[config.mk]
export PLATFORM = sky130hd
export DESIGN_NAME = cla_mult_seq_flat
export DESIGN_NICKNAME = d
export VERILOG_FILES = /design/src/rtl/cla_mult_seq_if.sv /design/src/rtl/cla_mult_seq.sv /design/src/flat_wrapper.sv
export SDC_FILE = /design/constraint.sdc
export NUM_CORES = 1
export LEC_CHECK = 0
export CAP_MARGIN = 20
export CORE_MARGIN = 2
export CORE_UTILIZATION = 42
export DETAILED_ROUTE_END_ITERATION = 6
export GPL_TIMING_DRIVEN = 0
export PLACE_DENSITY = 0.92
export SLEW_MARGIN = 40
export SYNTH_ARGS = -nofsm -noshare
export SYNTH_HDL_FRONTEND = slang
export SYNTH_SLANG_ARGS = --single-unit
[constraint.sdc]
create_clock -name clk -period 3.2 [get_ports clk]
set_input_delay 0.64 -clock clk [delete_from_list [all_inputs] [get_ports clk]]
set_output_delay 0.64 -clock clk [all_outputs]
set_load 0.01 [all_outputs]
[src/rtl/cla_mult_seq_if.sv]
// Bus between the ALU control, the sequential multiplier and the shared CLA adder.
// The slave side is the multiplier; the master side is the ALU control plus adder.
interface cla_mult_seq_if #(
    parameter int WIDTH = 16
);
    logic             start;
    logic [WIDTH-1:0] a;
    logic [WIDTH-1:0] b;
    logic             busy;
    logic             done;
    logic [WIDTH-1:0] hi;
    logic [WIDTH-1:0] lo;
    logic [WIDTH-1:0] add_a;
    logic [WIDTH-1:0] add_b;
    logic             add_cin;
    logic [WIDTH-1:0] add_sum;
    logic             add_cout;

    modport slave (
        input  start, a, b, add_sum, add_cout,
        output busy, done, hi, lo, add_a, add_b, add_cin
    );

    modport master (
        output start, a, b, add_sum, add_cout,
        input  busy, done, hi, lo, add_a, add_b, add_cin
    );
endinterface

[src/rtl/cla_mult_seq.sv]
// Unsigned shift-and-add multiplier (MULTU) that time-shares one external WIDTH-bit
// adder for WIDTH steps and returns the 2*WIDTH-bit product as hi/lo.
module cla_mult_seq #(
    parameter int WIDTH = 16
) (
    input  logic           clk,
    input  logic           rst_n,
    cla_mult_seq_if.slave  bus
);
    localparam int CW = (WIDTH > 1) ? $clog2(WIDTH) : 1;
    localparam logic [CW-1:0] LAST_STEP = CW'(WIDTH - 1);

    typedef enum logic [1:0] {
        S_IDLE,
        S_RUN,
        S_DONE
    } state_t;

    state_t           r_state;
    state_t           w_state_next;
    logic [WIDTH-1:0] r_a;
    logic [WIDTH-1:0] r_hi;
    logic [WIDTH-1:0] r_lo;
    logic [CW-1:0]    r_cnt;
    logic             w_accept;

    // A new request is only taken when no operation is in flight.
    assign w_accept = bus.start && ((r_state == S_IDLE) || (r_state == S_DONE));

    always_comb begin
        w_state_next = r_state;
        case (r_state)
            S_IDLE:  if (w_accept) w_state_next = S_RUN;
            S_RUN:   if (r_cnt == LAST_STEP) w_state_next = S_DONE;
            S_DONE:  w_state_next = w_accept ? S_RUN : S_IDLE;
            default: w_state_next = S_IDLE;
        endcase
    end

    always_ff @(posedge clk) begin
        if (!rst_n) begin
            r_state <= S_IDLE;
            r_a     <= '0;
            r_hi    <= '0;
            r_lo    <= '0;
            r_cnt   <= '0;
        end else begin
            r_state <= w_state_next;
            if (w_accept) begin
                r_a   <= bus.a;
                r_lo  <= bus.b;
                r_hi  <= '0;
                r_cnt <= '0;
            end else if (r_state == S_RUN) begin
                // Adder carry becomes the new MSB; the consumed multiplier bit drops off lo.
                {r_hi, r_lo} <= {bus.add_cout, bus.add_sum, r_lo[WIDTH-1:1]};
                r_cnt        <= r_cnt + 1'b1;
            end
        end
    end

    assign bus.busy    = (r_state == S_RUN);
    assign bus.done    = (r_state == S_DONE);
    assign bus.hi      = r_hi;
    assign bus.lo      = r_lo;
    assign bus.add_a   = r_hi;
    assign bus.add_b   = r_lo[0] ? r_a : '0;
    assign bus.add_cin = 1'b0;
endmodule

[src/flat_wrapper.sv]
// flat-port wrapper written by rule: the top's interface ports become plain ports
module cla_mult_seq_flat 
#(
    parameter int WIDTH = 16
)
  (clk, rst_n, bus_start, bus_a, bus_b, bus_add_sum, bus_add_cout, bus_busy, bus_done, bus_hi, bus_lo, bus_add_a, bus_add_b, bus_add_cin);
  cla_mult_seq_if #(.WIDTH(WIDTH)) bus_i ();
  input  logic clk;
  input  logic rst_n;
  input wire logic [$bits(bus_i.start)-1:0] bus_start;
  input wire logic [$bits(bus_i.a)-1:0] bus_a;
  input wire logic [$bits(bus_i.b)-1:0] bus_b;
  input wire logic [$bits(bus_i.add_sum)-1:0] bus_add_sum;
  input wire logic [$bits(bus_i.add_cout)-1:0] bus_add_cout;
  output wire logic [$bits(bus_i.busy)-1:0] bus_busy;
  output wire logic [$bits(bus_i.done)-1:0] bus_done;
  output wire logic [$bits(bus_i.hi)-1:0] bus_hi;
  output wire logic [$bits(bus_i.lo)-1:0] bus_lo;
  output wire logic [$bits(bus_i.add_a)-1:0] bus_add_a;
  output wire logic [$bits(bus_i.add_b)-1:0] bus_add_b;
  output wire logic [$bits(bus_i.add_cin)-1:0] bus_add_cin;
  assign bus_i.start = bus_start;
  assign bus_i.a = bus_a;
  assign bus_i.b = bus_b;
  assign bus_i.add_sum = bus_add_sum;
  assign bus_i.add_cout = bus_add_cout;
  assign bus_busy = bus_i.busy;
  assign bus_done = bus_i.done;
  assign bus_hi = bus_i.hi;
  assign bus_lo = bus_i.lo;
  assign bus_add_a = bus_i.add_a;
  assign bus_add_b = bus_i.add_b;
  assign bus_add_cin = bus_i.add_cin;
  cla_mult_seq #(.WIDTH(WIDTH)) u_core (.clk(clk), .rst_n(rst_n), .bus(bus_i));
endmodule
==> results.py <==
metrics = {
    "status": {
        "run_status": "completed",
    },
    "min_path": {
        "worstHoldStart": "u_core.r_a[3]",
        "min_path_type": "reg -> reg",
        "hold_end": "u_core.r_a[3]",
        "holdPathStages": 2,
    },
    "sta": {
        "post-route-period-util_pct": 77.0,
        "fmax_mhz": 406,
        "slew_violations": 0,
        "finClkSkew_ns": 0.00701,
        "tns_ns": 0,
        "period_minus_slack_ns": 2.46,
        "timing.final.ws_setup_ns": 0.736,
        "finalSetupViolCount": 0,
        "rsz0062_at_grt": "false",
        "hold_slack_ns": 0.461,
        "final-hold-violation-count": 0,
    },
    "grt": {
        "grtUsageTotal_pct": 21.2,
        "grt_overflow": 0,
        "grtUsageMet1_pct": 25.5,
        "busiest_layer": "met2",
        "grt_pass1_wl_um": 10400,
        "grt_max_degree": 17,
        "use_met3_pct": 4.42,
        "antenna_found_initial": 0,
        "grt_pass1_vias": 2237,
        "met2_usage_pct": 37.6,
    },
    "logic_synthesis": {
        "synth.largest_area_cell": "dfxtp_1",
        "synth_nets": 335,
        "synth-seq-cells": 54,
        "synth_top_area_share_pct": 47.4,
        "syn_avg_cell_area_um2": 8.09,
        "synth-seq-area-share_pct": 47.4,
        "synth_area_leaders": "dfxtp_1 47%, nand2_1 13%, buf_4 6.3%, a21boi_0 5.3%, and2_1 4.4%",
        "synth_cell_type_count": 25,
        "synthesis.area_um2": 2280,
        "synth_cells": 282,
        "synth_warnings": 0,
    },
    "clock_network": {
        "clk_pin_slew_ns": 0.09,
        "clock-sinks": 54,
        "hold_buffers": 0,
        "h-tree-depth": 2,
        "post_cts_resized": 0,
        "clk_path_buf_depth": 2,
        "cts_buffers": 5,
        "insertion_delay_ns": 0.31,
        "cts_root_buf": "clkbuf_8",
        "cts_tree": "yes",
        "cts_setup_buffers": 0,
    },
    "floorplanning": {
        "die_width_um": 77.7,
        "pin_count": 119,
        "initial_core_util_pct": 44.1,
        "num_rows": 26,
        "die-area_um2": 6040,
        "core-area_um2": 5170,
        "die_h_um": 77.7,
    },
    "routing": {
        "drt_wl_total_um": 6330,
        "wl_per_cell_um": 13.3,
        "drtIter0Drc": 122,
        "num_vias": 2320,
        "ant_nets": 0,
        "dr.pass1.iters": 4,
        "drc": 0,
        "avgViaCountPerCell": 4.86,
    },
    "critical_path": {
        "worstPathArrival_ns": 1.82,
        "rr_startpoint": "u_core.r_state[1]",
        "critPathMaxFanout": 10,
        "required_ns": 2.56,
        "critical_path_class": "reg -> out",
        "r2r_cells": 5,
        "reg2reg_slack_ns": 1.89,
        "end_kind": "output port",
        "regToRegEndpoint": "u_core.bus.add_a[2]",
        "critPathLaunchType": "register",
    },
    "placed_design": {
        "port_buffers": 117,
        "hpwl_um": 4810,
        "gp_congestion": 0.712,
        "dp_slack_ns": 1.07,
    },
    "final_layout": {
        "nets": 459,
        "post_route_cells_drive_above_1_share_pct": 10.1,
        "diodes": 0,
        "syn_to_final_growth_pct": 59.9,
        "n_fill_cell": 407,
    },
    "power": {
        "cellLeakagePower_nw": 1.38,
        "irDropWorstVdd_uv": 311,
        "power_density_nw_per_um2": 415,
    },
    "flow_run": {
        "maxCapViolCount": 0,
    },
}
[where the power goes]
group          internal [mW]  switching [mW]  total (mW)  leakage [nW]
Combinational          0.182           0.138       0.320         0.878
Sequential             0.714          0.0309       0.745         0.443
Clock                  0.231           0.220       0.450        0.0579
Total                   1.13           0.388        1.52          1.38
[synth_stat cells]
cell / n
a21boi_0: 16
a21oi_1: 18
a31oi_1: 8
and2_1: 16
buf_2: 12
buf_4: 19
buf_6: 1
clkbuf_1: 5
clkinv_2: 1
conb_1: 1
dfxtp_1: 54
ha_1: 1
nand2_1: 81
nand2b_1: 2
nand3_1: 2
nand3b_1: 1
nor2_1: 12
nor2b_1: 2
nor3_1: 9
o21a_1: 1
o21ai_0: 8
o221ai_1: 9
or3_1: 1
xnor2_1: 1
xor2_1: 1
[how the worst max path moves through the flow]
| stage | slack [ns] | cells after the start | from | to |
|---|---|---|---|---|
| 3_3_place_gp | 1.08 | 5 | u_core.r_state[0] | bus_busy |
| 5_1_grt | 0.62 | 5 | u_core.r_state[0] | bus_busy |
| 4_1_cts | 0.73 | 5 | u_core.r_state[0] | bus_busy |
| 2_1_floorplan | 1.73 | 4 | u_core.r_state[1] | bus_busy |
| 3_5_place_dp | 1.07 | 5 | u_core.r_state[0] | bus_busy |
| 6_report | 0.74 | 5 | u_core.r_state[0] | bus_busy |
[stage by stage]
| stage | instances | util [%] | power, mW | area [µm²] |
|---|---|---|---|---|
| floorplan | 282 | - | 0.899 | 2280 |
| global placement | 469 | 68.5 | 1.07 | 3540 |
| detailed placement | 469 | 68.5 | 1.08 | 3540 |
| CTS | 477 | 70.6 | 1.52 | 3650 |
| global route | 477 | 70.6 | 1.59 | 3650 |
| finish | 477 | 70.6 | 1.52 | 3650 |
[critical path, stage by stage, from the launching register on]
cell             delay, ns
dfxtp_1               0.39
nand2b_1              0.09
buf_6                 0.14
clkinv_2              0.10
buf_2                 0.22
clkdlybuf4s50_1       0.58
[cell type report]
class | instances | area (µm²) | share of cell area (%)
inverters | 1 | 5.00 | 0.137
plain buffers | 37 | 233 | 6.38
clock inverters | 3 | 40.0 | 1.10
multi-input cells | 190 | 963 | 26.4
flip-flops and latches | 54 | 1080 | 29.6
clock buffers | 5 | 68.8 | 1.89
repair buffers | 117 | 1170 | 32.1
well taps | 70 | 87.6 | 2.40
[layer usage]
| metal | wire (µm) | up-vias |
|---|---|---|
| met3 | 331 | 5 |
| met1 | 2710 | 1080 |
| met5 | 0 | - |
| li1 | - | 1161 |
| met4 | 61 | 0 |
| met2 | 3230 | 74 |
[logic make-up after synthesis]
logic type / after synthesis / synth area share (%)
buffers and inverters: 38 / 10.4
other: 1 / 0.164
AO/OA/AOI/OAI: 60 / 16.9
adder cells (fa/ha/maj): 1 / 0.548
flip-flops: 54 / 47.4
AND/OR/NAND/NOR: 126 / 23.8
XOR/XNOR: 2 / 0.768
[sequential cells by signal (all words and copies together) (netlist names)]
register,cells
u_core.r_cnt,4
u_core.bus.add_a,16
u_core.bus.lo,16
u_core.r_state,2
u_core.r_a,16
[placed cells by master, fill, tap and decap left out]
master,instances
a21oi_1,18
nand2_1,81
nor2_1,12
ha_1,1
clkdlybuf4s50_1,117
nand3_1,2
o221ai_1,9
a31oi_1,8
nor2b_1,2
xor2_1,1
buf_2,12
clkinv_2,3
o21ai_0,8
nor3_1,9
and2_1,16
buf_6,1
bufinv_16,1
o21a_1,1
nand2b_1,2
conb_1,1
clkbuf_1,5
clkbuf_8,5
or3_1,1
dfxtp_1,54
nand3b_1,1
xnor2_1,1
buf_4,19
a21boi_0,16
No activity file was read; power rests on OpenSTA's default activity.
